<file path="config.mk">
export PLATFORM = sky130hd
export DESIGN_NAME = m_vmem_rect_fill
export DESIGN_NICKNAME = d
export VERILOG_FILES = /design/src/rtl/m_vmem_rect_fill.sv
export SDC_FILE = /design/constraint.sdc
export NUM_CORES = 1
export LEC_CHECK = 0
export ABC_AREA = 1
export BUFFER_PORTS_ARGS = -buffer_cell sky130_fd_sc_hd__buf_2
export CORE_MARGIN = 3
export CORE_UTILIZATION = 58
export CTS_CLUSTER_SIZE = 25
export DETAILED_ROUTE_END_ITERATION = 8
export GPL_TIMING_DRIVEN = 0
export PLACE_DENSITY = 0.81
export SYNTH_ARGS = -nofsm -noshare
export SYNTH_HDL_FRONTEND = slang
export SYNTH_SLANG_ARGS = --single-unit
export TNS_END_PERCENT = 50
</file>
<file path="constraint.sdc">
create_clock -name w_clk -period 2.3 [get_ports w_clk]
set_input_delay 0 -clock w_clk [delete_from_list [all_inputs] [get_ports w_clk]]
set_output_delay 0 -clock w_clk [all_outputs]
set_load 0.02 [all_outputs]
</file>
<file path="src/rtl/m_vmem_rect_fill.sv">
`default_nettype none
// ============================================================================
// Module      : m_vmem_rect_fill
// Description : Rectangle-fill engine that writes one RGB565 pixel per cycle
//               into VMEM in raster order. Optional macro VMEM_FILL_CLIP_EN
//               swaps and clamps corners instead of rejecting bad commands.
// Revision    : 1.0 - initial release
// ============================================================================
module m_vmem_rect_fill #(
    parameter int SCREEN_W = 240,
    parameter int SCREEN_H = 240,
    parameter int ADDRW    = 16
) (
    input  logic             w_clk,
    input  logic             w_rst_n,
    input  logic             w_cmd_valid,
    output logic             w_cmd_ready,
    input  logic [7:0]       w_x0,
    input  logic [7:0]       w_y0,
    input  logic [7:0]       w_x1,
    input  logic [7:0]       w_y1,
    input  logic [15:0]      w_color,
    input  logic             w_stall,
    output logic             w_we,
    output logic [ADDRW-1:0] w_waddr,
    output logic [15:0]      w_wdata,
    output logic             w_busy,
    output logic             w_done,
    output logic             w_err
);

    typedef enum logic [1:0] {
        S_IDLE = 2'd0,
        S_FILL = 2'd1,
        S_DONE = 2'd2
    } state_t;

    localparam logic [8:0] c_scr_w = 9'(SCREEN_W);
    localparam logic [8:0] c_scr_h = 9'(SCREEN_H);
`ifdef VMEM_FILL_CLIP_EN
    localparam logic [7:0] c_x_max = 8'(SCREEN_W - 1);
    localparam logic [7:0] c_y_max = 8'(SCREEN_H - 1);
`endif

    state_t           r_state;
    logic [7:0]       r_cx;
    logic [7:0]       r_cy;
    logic [7:0]       r_x0;
    logic [7:0]       r_x1;
    logic [7:0]       r_y1;
    logic [15:0]      r_color;
    logic             r_last;
    logic             r_we;
    logic [ADDRW-1:0] r_waddr;
    logic [15:0]      r_wdata;
    logic             r_busy;
    logic             r_done;
    logic             r_err;

    logic [7:0]  w_nx0;
    logic [7:0]  w_nx1;
    logic [7:0]  w_ny0;
    logic [7:0]  w_ny1;
    logic        w_cmd_ok;
    logic [7:0]  w_src_cx;
    logic [7:0]  w_src_cy;
    logic [7:0]  w_src_x0;
    logic [7:0]  w_src_x1;
    logic [7:0]  w_src_y1;
    logic [15:0] w_src_color;
    logic        w_row_end;
    logic        w_at_end;
    logic [7:0]  w_step_cx;
    logic [7:0]  w_step_cy;
    logic        w_accept;
    logic        w_issue;

    // Command normalisation: either sanitise the corners or judge legality.
    always_comb begin
        w_nx0    = w_x0;
        w_nx1    = w_x1;
        w_ny0    = w_y0;
        w_ny1    = w_y1;
        w_cmd_ok = 1'b1;
`ifdef VMEM_FILL_CLIP_EN
        if (w_x0 > w_x1) begin
            w_nx0 = w_x1;
            w_nx1 = w_x0;
        end
        if (w_y0 > w_y1) begin
            w_ny0 = w_y1;
            w_ny1 = w_y0;
        end
        if ({1'b0, w_nx0} >= c_scr_w) w_nx0 = c_x_max;
        if ({1'b0, w_nx1} >= c_scr_w) w_nx1 = c_x_max;
        if ({1'b0, w_ny0} >= c_scr_h) w_ny0 = c_y_max;
        if ({1'b0, w_ny1} >= c_scr_h) w_ny1 = c_y_max;
`else
        w_cmd_ok = (w_x0 <= w_x1) && (w_y0 <= w_y1) &&
                   ({1'b0, w_x1} < c_scr_w) && ({1'b0, w_y1} < c_scr_h);
`endif
    end

    // The pixel being issued comes straight from the command on the accept
    // edge, so the first write lands in the cycle right after acceptance.
    always_comb begin
        if (r_state == S_IDLE) begin
            w_src_cx    = w_nx0;
            w_src_cy    = w_ny0;
            w_src_x0    = w_nx0;
            w_src_x1    = w_nx1;
            w_src_y1    = w_ny1;
            w_src_color = w_color;
        end else begin
            w_src_cx    = r_cx;
            w_src_cy    = r_cy;
            w_src_x0    = r_x0;
            w_src_x1    = r_x1;
            w_src_y1    = r_y1;
            w_src_color = r_color;
        end
        w_row_end = (w_src_cx == w_src_x1);
        w_at_end  = w_row_end && (w_src_cy == w_src_y1);
        w_step_cx = w_row_end ? w_src_x0 : w_src_cx + 8'd1;
        w_step_cy = w_row_end ? w_src_cy + 8'd1 : w_src_cy;
    end

    assign w_accept = (r_state == S_IDLE) && w_cmd_valid;
    assign w_issue  = (w_accept && w_cmd_ok) || ((r_state == S_FILL) && !r_last);

    always_ff @(posedge w_clk or negedge w_rst_n) begin
        if (!w_rst_n) begin
            r_state <= S_IDLE;
            r_cx    <= 8'd0;
            r_cy    <= 8'd0;
            r_x0    <= 8'd0;
            r_x1    <= 8'd0;
            r_y1    <= 8'd0;
            r_color <= 16'd0;
            r_last  <= 1'b0;
            r_we    <= 1'b0;
            r_waddr <= '0;
            r_wdata <= 16'd0;
            r_busy  <= 1'b0;
            r_done  <= 1'b0;
            r_err   <= 1'b0;
        end else begin
            r_we <= 1'b0;
            case (r_state)
                S_IDLE: begin
                    if (w_accept) begin
                        r_busy  <= 1'b1;
                        r_color <= w_color;
                        r_x0    <= w_nx0;
                        r_x1    <= w_nx1;
                        r_y1    <= w_ny1;
                        r_last  <= 1'b0;
                        if (w_cmd_ok) begin
                            r_state <= S_FILL;
                        end else begin
                            r_state <= S_DONE;
                            r_done  <= 1'b1;
                            r_err   <= 1'b1;
                        end
                    end
                end
                S_FILL: begin
                    if (r_last) begin
                        r_state <= S_DONE;
                        r_done  <= 1'b1;
                        r_last  <= 1'b0;
                    end
                end
                S_DONE: begin
                    r_state <= S_IDLE;
                    r_done  <= 1'b0;
                    r_err   <= 1'b0;
                    r_busy  <= 1'b0;
                end
                default: begin
                    r_state <= S_IDLE;
                end
            endcase

            // A stalled cycle parks the cursor on the pending pixel and keeps
            // the last address/data on the bus.
            if (w_issue) begin
                if (w_stall) begin
                    r_cx <= w_src_cx;
                    r_cy <= w_src_cy;
                end else begin
                    r_we    <= 1'b1;
                    r_waddr <= ADDRW'({w_src_cy, w_src_cx});
                    r_wdata <= w_src_color;
                    r_cx    <= w_step_cx;
                    r_cy    <= w_step_cy;
                    r_last  <= w_at_end;
                end
            end
        end
    end

    assign w_cmd_ready = (r_state == S_IDLE);
    assign w_we        = r_we;
    assign w_waddr     = r_waddr;
    assign w_wdata     = r_wdata;
    assign w_busy      = r_busy;
    assign w_done      = r_done;
    assign w_err       = r_err;

endmodule
`default_nettype wire

</file>
# Word level (Yosys, flattened, before mapping)
# Cells that the tools add are included.
# totals
regBits	95
word_cells	73
# classes
n_eq_ne	7
muxes	27
order_cmp	4
n_bitwise	1
addsub	2
n_reduce_logical	18
# ops
op	n
8-bit two-way mux	9
8-bit by 1-bit adder with 8-bit output (second input constant)	2
8-bit equality test	2
8-bit <= comparator	2
8-bit less-than comparator (second input constant)	2
16-bit two-way mux	1
1-bit two-way mux	9
2-bit AND reduction	4
1-bit logical AND	7
2-bit two-way mux	3
1-bit case mux with 2 select lines	3
2-bit inequality test (second input constant)	2
2-bit case mux with 2 select lines	1
4-bit AND reduction	1
1-bit case mux with 3 select lines	1
3-bit AND reduction	1
3-bit nonzero test	1
2-bit by 1-bit equality test with 1-bit output (second input constant)	1
2-bit equality test (second input constant)	1
2-bit zero test	1
2-bit by 1-bit inequality test with 1-bit output (second input constant)	1
2-bit nonzero test	1
1-bit zero test	1
1-bit logical OR	1
1-bit NOT	1

# Depth between registers and ports, before layout
# depth
depth_word	7
ltp_mapped	16

# Worst setup path before layout
# OpenSTA, ideal clock, no wires.
# synth_timing
kind	register -> register
from	register r_state[1]
to	register r_cy[4]
t_required_ps	2182
arrival_time_ps	1778
stages_incl_launch_ff	15
period_less_slack_ps	1895
setup_ps	118
n_path_buf	3
slack_ps	405
cell_sequence	dfrtp_1 nor2_4 buf_8 buf_6 buf_6 nand2_1 nand2_1 inv_1 ha_1 nand2_1 nor2_1 nand4_1 nand2_1 nand3_1 nand2_1
# synth_between
elab_chain_cells	5
word_cells_on_any_way	13
# synth_lines
element	line_no	source
from (decl)	45	state_t r_state;
from (signal assigned)	133	r_state <= S_IDLE;
from (signal assigned)	159	r_state <= S_FILL;
from (signal assigned)	161	r_state <= S_DONE;
2-bit zero test	107	if (r_state == S_IDLE) begin
8-bit two-way mux	107	
named net w_src_cy[1]	66	logic [7:0] w_src_cy;
8-bit by 1-bit adder with 8-bit output	125	w_step_cy = w_row_end ? w_src_cy + 8'd1 : w_src_cy;
8-bit two-way mux	125	
8-bit two-way mux	188	if (w_stall) begin
to (signal assigned)	190	r_cy <= w_src_cy;
to (signal assigned)	196	r_cy <= w_step_cy;
to (decl)	47	logic [7:0] r_cy;
# The timed path passes the listed nets, and every way through them passes these cells.
# A chain may end at the register's enable or synchronous reset.

# Final worst setup path
# layout_timing
from	register r_state[0]
to	register r_cy[7]
# layout_between
elab_chain_cells	5
word_cells_on_any_way	13
# layout_lines
element	line_no
2-bit zero test	107, 128
8-bit two-way mux	107
8-bit by 1-bit adder with 8-bit output / 8-bit equality test (equally long branches)	125, 122
8-bit two-way mux	125
8-bit two-way mux	188
# Several ways; a longest one is shown, not always the timed one.

==> flow_summary.toml <==
[synthesis]
synthFlopType = "dfrtp_1"
netlist_top_cells_area = "dfrtp_1 (42%), nand2_1 (21%), o21ai_0 (5.1%), nand3_1 (5.0%), inv_1 (4.3%)"
synth_cells = 782
synth_edf_count = 0
synth_cell_types = 33
synth_area_leader_cell = "dfrtp_1"
synth_area_um2 = 5720
syn_avg_cell_area_um2 = 7.32
synth.net_count = 852
ys_seq_elements = 95
yosysSeqAreaShare_pct = 41.5
async_reset_ff_share_pct = 100
synth.top_cell.area_share_pct = 41.5
yosys_warnings = 0

[worst_setup_path]
path_class = "reg -> reg"
arrival_ns = 2.46
worstReg2RegStart = "r_state[0]"
rr_worst_depth = 14
critical_path.max_stage_delay_ns = 0.43
ff2ff_setup_slack_ns = 0.09
path_max_fanout = 10
cp-endpoint = "r_cy[7]"
cp.required_ns = 2.55
critPathMostFrequentCell = "nand2_1"
end_kind = "flop"
crit_slowest_cell = "dfrtp_1"
r2r_end = "r_cy[7]"
cp_cell_sequence = "nor2_4 > buf_6 > nor2_1 > nor2_2 > nand2_1 > nand2_1 > nand2_4 > inv_2 > nand2_1 > nor2_4 > buf_4 > nand4_1 > nand3_1 > nand2_1"
worstSetupStartpointType = "flop"
critPathLaunch = "r_state[0]"

[pwr]
p_per_area_nw_per_um2 = 1290
ir_drop_v = 0.000632
p_leak_nw = 3.98
power_w = 0.00928

[floorplan]
io-pin-count = 89
start_util_pct = 60.8
core-area_um2 = 9420
die_area_um2 = 11100
rows = 35
die_w_um = 105
fp.dieH_um = 105

[cells_and_area]
diodes = 0
syn2layout_area_growth_pct = 25.4
drive_gt1_share_pct = 19.7
nets = 1011
final_cell_mix = "nand2_1 (319), dfrtp_1 (95), buf_2 (92)"
n_fill_cell = 656
final_common_cell = "nand2_1"

[detailed_routing]
dr_total_vias = 5765
viasPerCell = 5.37
ant_nets = 0
drt_iter0_drc = 422
drcViolationCount = 0
wl_per_cell_um = 14.6
drt_wl_total_mm = 15.7
dr.pass1.iters = 5

[clock_network]
root_buffer = "clkbuf_8"
clk_latency_ns = 0.37
clk_pin_slew_ns = 0.09
cts_buffers = 9
cts_tree = "yes"
h-tree-depth = 3
cts_sinks = 95
cts_buffer_depth = 2

[timing]
timing.slew.headroom_pct = 55.1
drv_slew = 0
finalSetupViolCount = 0
finalHoldViolCount = 0
holdWs_ns = 0.0132
finClkSkew_ns = 0.0141
fin_crit_ns = 2.21
timing.fmax_mhz = 452
tightestPinTransition_ns = 0.667
fin_crit_sh_pct = 96.2
rsz0062_at_grt = "true"

[place]
gp_congestion = 0.943
io_buffers = 88
dp_hpwl_mm = 11.1

[outcome]
outcome = "finished, final reports clean"

[global_routing]
gr-total-overflow = 0
grt_util_all_layers_pct = 28.2
antenna_found_initial = 0
grt_pass1_vias = 5479
grt_max_degree = 52
grt_pass1_wl_mm = 25.5

[run]
maxCapViolCount = 0

[hold_path]
hold_depth = 3
hp-class = "in -> reg"
[where the power goes]
part           switching, W  leakage, nW  internal, W
Combinational       0.00339         2.70      0.00199
Clock              0.000618       0.0889     0.000427
Sequential         0.000432         1.19      0.00243
[timing repair]
| item | CTS | global route |
|---|---|---|
| hold endpoints to repair | 98 | 0 |
| hold buffers | 40 | 0 |
| resized for setup | 0 | 31 |
| buffers inserted | 0 | 18 |
| endpoints found under the setup margin | 0 | 50 |
[per-layer routing]
| layer | GRT usage (%) | routed length, um |
|---|---|---|
| met5 | 0 | 0 |
| met4 | 10.1 | 333 |
| met3 | 3.98 | 898 |
| met2 | 45.8 | 7460 |
| met1 | 38.8 | 6970 |
[flip-flops by register name, summed over array words and instances, names as in the netlist, 2 cells and up]
signal   cells
r_color     16
r_cy         8
r_x1         8
r_y1         8
w_wdata     16
w_waddr     16
r_x0         8
r_cx         8
r_state      2
[cells by family (layout without fill, tap and decap cells)]
family	Yosys count	after routing	synth area share, %
simple gates	450	450	33.6
buf+inv	100	263	7.94
compound gates	95	95	8.92
flops	95	95	41.5
fa+ha+maj	18	18	3.94
mux	16	16	2.80
xor+xnor	8	8	1.22
[cell type report]
type,count,area (um^2),area share [%]
Clock inverter,5,42.5,0.593
Tap cell,129,161,2.25
Multi-Input combinational cell,587,2960,41.2
Sequential cell,95,2380,33.1
Clock buffer,10,138,1.92
Timing Repair Buffer,148,1030,14.4
Buffer,32,216,3.01
Inverter,68,255,3.56
[synthesized netlist by cell type, types with 3 or more instances]
cell and count:
nand2_1 321, dfrtp_1 95, inv_1 66, o21ai_0 58, nand3_1 57, nor2_1 39, ha_1 18, mux2i_1 16
o21ai_1 16, clkbuf_1 13, a21oi_1 10, nand2_2 9, nand4_1 9, o21ai_2 7, buf_2 6, xnor2_1 6
buf_4 5, buf_6 4, nor2_4 3, nor2_8 3
[how the worst min path moves through the flow]
stage,from,endpoint,slack [ns]
finish,w_y1[4],r_y1[4],0.01
global route,w_y1[4],r_y1[4],0.04
CTS,w_stall,r_cx[0],0.01
detailed placement,w_rst_n,w_wdata[2],0.04
global placement,w_color[1],r_color[1],0.22
floorplan,w_rst_n,r_color[0],-0.30
[critical path, delay by kind of cell, from the launching register on]
kind                   cells  cell delay (ns)
buffers and inverters      3             0.37
DFF                        1             0.43
and+or+nand+nor           11             1.31
[through the flow]
stage | utilization [%] | std cells | setup WS, ns | TNS [ns] | cell area (um^2)
floorplan | - | 782 | 0.405 | 0 | 5720
global placement | 67.2 | 999 | 0.0759 | 0 | 6320
detailed placement | 67.5 | 1000 | 0.00633 | 0 | 6350
CTS | 73.7 | 1055 | 0.00410 | 0 | 6940
global route | 76.3 | 1074 | -0.0329 | -0.189 | 7180
finish | 76.3 | 1074 | 0.0876 | 0 | 7180
Power figures use the tool's default switching activity.
